### src/rtl/arm_mem_pkg.sv
// Shared types and constants for the MEM-stage SRAM path.
package arm_mem_pkg;

  typedef enum logic [1:0] {
    IDLE,
    LOW,
    HIGH,
    DONE
  } mem_state_e;

  localparam int unsigned DEF_BASE_ADDR = 1024;
  localparam int unsigned DEF_SRAM_AW   = 18;
  localparam int unsigned HALF_W        = 16;

endpackage

### src/rtl/sram_wait_counter.sv
// Per-phase wait counter: counts 0..WAIT_CYCLES-1, flags the last cycle and wraps.
module sram_wait_counter #(
  parameter int unsigned WAIT_CYCLES = 3
) (
  input  logic clk,
  input  logic rst,
  input  logic clr,
  input  logic en,
  output logic tc
);

  localparam int unsigned CW = (WAIT_CYCLES > 2) ? $clog2(WAIT_CYCLES) : 1;
  localparam logic [CW-1:0] LAST = CW'(WAIT_CYCLES - 1);

  logic [CW-1:0] cnt;

  always_ff @(posedge clk) begin
    if (rst || clr) begin
      cnt <= '0;
    end else if (en) begin
      cnt <= (cnt == LAST) ? '0 : cnt + 1'b1;
    end
  end

  assign tc = (cnt == LAST);

endmodule

### src/rtl/sram_controller.sv
// Splits one 32-bit MEM-stage load/store into two 16-bit async SRAM accesses
// and stalls the pipeline through ready while the access is in flight.
module sram_controller
  import arm_mem_pkg::*;
#(
  parameter int unsigned BASE_ADDR   = DEF_BASE_ADDR,
  parameter int unsigned WAIT_CYCLES = 3,
  parameter int unsigned SRAM_AW     = DEF_SRAM_AW
) (
  input  logic                clk,
  input  logic                rst,
  input  logic                rd_en,
  input  logic                wr_en,
  input  logic [31:0]         address,
  input  logic [31:0]         write_data,
  output logic [31:0]         read_data,
  output logic                ready,
  output logic [SRAM_AW-1:0]  sram_addr,
  output logic [HALF_W-1:0]   sram_dq_out,
  output logic                sram_dq_oe,
  input  logic [HALF_W-1:0]   sram_dq_in,
  output logic                sram_we_n
);

  localparam int unsigned WORD_W = SRAM_AW - 1;

  mem_state_e state_q, state_d;

  logic               req;
  logic               tc;
  logic               cnt_clr;
  logic               cnt_en;
  logic               op_wr_q;
  logic [WORD_W-1:0]  word_q;
  logic [HALF_W-1:0]  data_hi_q;
  logic [31:0]        off_in;
  logic               unused_off_bits;

  assign req     = rd_en | wr_en;
  assign off_in  = address - BASE_ADDR;
  assign cnt_clr = (state_q == IDLE) || (state_q == DONE);
  assign cnt_en  = (state_q == LOW) || (state_q == HIGH);

  // Byte-lane bits and bits above the SRAM range are dropped; addresses wrap.
  assign unused_off_bits = ^{off_in[31:SRAM_AW+1], off_in[1:0]};

  sram_wait_counter #(
    .WAIT_CYCLES(WAIT_CYCLES)
  ) u_wait_counter (
    .clk(clk),
    .rst(rst),
    .clr(cnt_clr),
    .en (cnt_en),
    .tc (tc)
  );

  always_comb begin
    state_d    = state_q;
    ready      = 1'b0;
    sram_dq_oe = 1'b0;
    sram_we_n  = 1'b1;
    case (state_q)
      IDLE: begin
        ready = ~req;
        if (req) state_d = LOW;
      end
      LOW, HIGH: begin
        // Strobe released on the last cycle so address/data are held past we_n rising.
        sram_dq_oe = op_wr_q;
        sram_we_n  = ~(op_wr_q & ~tc);
        if (tc) state_d = (state_q == LOW) ? HIGH : DONE;
      end
      DONE: begin
        ready   = 1'b1;
        state_d = IDLE;
      end
      default: state_d = IDLE;
    endcase
  end

  // Bus address/data are registered one cycle ahead so they are stable for the whole phase.
  always_ff @(posedge clk) begin
    if (rst) begin
      state_q     <= IDLE;
      op_wr_q     <= 1'b0;
      word_q      <= '0;
      data_hi_q   <= '0;
      read_data   <= '0;
      sram_addr   <= '0;
      sram_dq_out <= '0;
    end else begin
      state_q <= state_d;
      case (state_q)
        IDLE: begin
          if (req) begin
            op_wr_q   <= wr_en;
            word_q    <= off_in[SRAM_AW:2];
            data_hi_q <= write_data[31:HALF_W];
            sram_addr <= {off_in[SRAM_AW:2], 1'b0};
            if (wr_en) sram_dq_out <= write_data[HALF_W-1:0];
          end
        end
        LOW: begin
          if (tc) begin
            sram_addr <= {word_q, 1'b1};
            if (op_wr_q) sram_dq_out <= data_hi_q;
            else         read_data[HALF_W-1:0] <= sram_dq_in;
          end
        end
        HIGH: begin
          if (tc && !op_wr_q) read_data[31:HALF_W] <= sram_dq_in;
        end
        default: ;
      endcase
    end
  end

endmodule
### config.mk
export PLATFORM = sky130hd
export DESIGN_NAME = sram_controller
export DESIGN_NICKNAME = d
export VERILOG_FILES = /design/src/rtl/arm_mem_pkg.sv /design/src/rtl/sram_wait_counter.sv /design/src/rtl/sram_controller.sv
export SDC_FILE = /design/constraint.sdc
export NUM_CORES = 1
export LEC_CHECK = 0
export ABC_AREA = 1
export BUFFER_PORTS_ARGS = -buffer_cell sky130_fd_sc_hd__buf_2
export CORE_AREA = 2 2 125 127
export CTS_BUF_LIST = sky130_fd_sc_hd__clkbuf_8
export DETAILED_ROUTE_END_ITERATION = 8
export DIE_AREA = 0 0 127 129
export HOLD_SLACK_MARGIN = 0.05
export SLEW_MARGIN = 20
export SYNTH_ARGS = -nofsm -noshare
export SYNTH_HDL_FRONTEND = slang
export SYNTH_SLANG_ARGS = --single-unit
### constraint.sdc
create_clock -name clk -period 2.6 [get_ports clk]
set_input_delay 0.78 -clock clk [delete_from_list [all_inputs] [get_ports clk]]
set_output_delay 0.78 -clock clk [all_outputs]
set_load 0.02 [all_outputs]
==> results.yml <==
clock_network:
  cts_resized: 0
  cts_tree: "done"
  post_cts.repair.setup_buffers: 0
  hold_buffers: 0
  clockBufferDepth: 2
  cts.reportedPaths.clkPinSlew_ns: 0.09
  clock_latency_ns: 0.37
  cts_sinks: 104
  root_buffer: "clkbuf_8"
  htree_levels: 3
  numCtsBuffers: 9
flow_run:
  maxCapViolations: 0
die:
  core_um2: 15000
  die_h_um: 129
  rows: 45
  die_w_um: 127
  io_pins: 153
  die_area_um2: 16400
  initial_core_util: 0.294
sta:
  fin_crit_sh: 0.919
  period_needed_ns: 2.39
  whs_ns: 0.419
  finalSetupViolations: 0
  hold_viol: 0
  fin_skew_ns: 0.0113
  setup_ws_ns: 0.211
  grt_setup_unrepaired: "no"
  slew_headroom: 0.644
  finalSetupTns_ns: 0
  worst_pin_slew_ns: 0.534
  fmax_mhz: 419
  slew_viol_final: 0
pwr:
  fin_total_pwr_mw: 5.96
  peakVddDrop_uv: 392
  p_leak_nw: 2.78
  powerDensity_nw_per_um2: 1090
synthesis:
  ys_types: 23
  synth_top_area_share: 0.472
  synth_top_area_cell: "dfxtp_1"
  synth.net_count: 730
  yosys_warnings: 0
  netlist_area_um2: 4410
  yosys_register_bits: 104
  seq_area_frac_synth: 0.472
  synthTopCellsByArea: "dfxtp_1 (47%), nor2_1 (15%), nand2_1 (11%)"
  avgSynthCellArea_um2: 6.88
  netlist_instances: 641
finish:
  nets: 853
  drive_gt1_frac: 0.226
  num-fill-cells: 1692
  final_cell_area_um2: 5470
  layout_common_cells: "nor2_1 (179), buf_2 (137), nand2_1 (126)"
  syn_to_final_growth_pct: 24.1
  finalNonFillerCells: 959
  layout_commonest_cell: "nor2_1"
  final_core_util: 0.365
global_route:
  grt_pass1_wl_um: 19500
  grt.total_usage: 0.149
  grt_pass1_vias: 3924
  grt-ovfl-total: 0
  grt_max_degree: 53
  antenna_found_initial: 5
setup_path:
  cp_max_fo: 4
  critPathKind: "flop to output port"
  crit_chain: "inv_1, ha_1, inv_1, nand2_1, o21ai_0, buf_2"
  crit_path_start_kind: "flop"
  slowest_delay_ns: 0.36
  cp-end-kind: "output port"
  critPathSlowestCell: "dfxtp_1"
  worstPathRequired_ns: 1.82
  crit_top_cell: "inv_1"
  worstPathArrival_ns: 1.61
outcome:
  status: "finished, final reports clean"
place:
  dpl-instance-area_um2: 5250
  place_inst: 941
  dp_hpwl_um: 8080
  gp_congestion: 0.776
  dpl_worst_slack_ns: 0.390
  port_buffers: 137
route:
  wire_per_inst_um: 12.5
  antenna_left: 0
  vias_per_cell: 4.45
  vias: 4271
  wl_um: 12000
  drt-initial-drc-count: 188
  drc: 0
  first_pass_iters: 4
hold_path:
  min-delay-path-class: "flop to flop"
-- worst paths after layout --
| check | start | to | slack, ns | depth (start not counted) |
|---|---|---|---|---|
| setup / recovery | state_q[0] | ready | 0.21 | 6 |
| hold / removal | u_wait_counter.cnt[0] | u_wait_counter.cnt[0] | 0.42 | 1 |
| hold reg to reg | u_wait_counter.cnt[0] | u_wait_counter.cnt[0] | 0.42 | 1 |
| setup reg to reg | state_q[1] | sram_addr[4] | 0.83 | 9 |
-- layer usage --
layer / global-route usage / share of wire / up-vias
met2: 0.238 / 0.44 / 109
met5: 0 / 0.0023 / -
met3: 0.0644 / 0.085 / 14
met1: 0.183 / 0.46 / 1872
li1: - / - / 2272
met4: 0.0459 / 0.012 / 4
-- report_power, final --
group	internal [mW]	switching, mW	total, mW
Sequential	2.00	0.183	2.18
Clock	0.547	0.552	1.10
Combinational	0.852	1.83	2.68
-- sequential cells by signal (all words and copies together) (netlist names) --
register            count
data_hi_q              16
op_wr_q                 1
read_data              32
sram_addr              18
sram_dq_out            16
state_q                 2
u_wait_counter.cnt      2
word_q                 17
-- critical path, delay by kind of cell (launching register included) --
family	cells	cell delay, ns
compound gates	1	0.07
simple gates	1	0.07
buf+inv	3	0.39
fa+ha+maj	1	0.35
flops	1	0.36
-- synthesized netlist by cell type, drive strengths merged --
| cell | number |
|---|---|
| clkbuf | 21 |
| xor2 | 2 |
| o21a | 1 |
| a21oi | 28 |
| nor3 | 2 |
| nand2 | 127 |
| ha | 5 |
| nand3 | 11 |
| nand4 | 16 |
| dfxtp | 104 |
| nor2 | 180 |
| o21ai | 86 |
| inv | 43 |
| buf | 15 |
-- layout make-up --
cell class | instances | area [um^2] | area share
Antenna cell | 2 | 5.00 | 0.000914
Inverter | 43 | 164 | 0.0299
Multi-Input combinational cell | 458 | 2000 | 0.366
Clock inverter | 3 | 38.8 | 0.00709
Timing Repair Buffer | 148 | 768 | 0.140
Sequential cell | 104 | 2080 | 0.380
Clock buffer | 13 | 179 | 0.0327
Tap cell | 188 | 235 | 0.0430
-- logic make-up after synthesis --
kind of cell             after synthesis  share of synthesized area
AND/OR/NAND/NOR                      336                      0.301
AO/OA/AOI/OAI                        115                      0.134
flip-flops                           104                      0.472
buffers and inverters                 79                     0.0752
adder cells (fa/ha/maj)                5                     0.0142
XOR/XNOR                               2                    0.00397
Note: power is estimated with default switching activity, not from simulation.
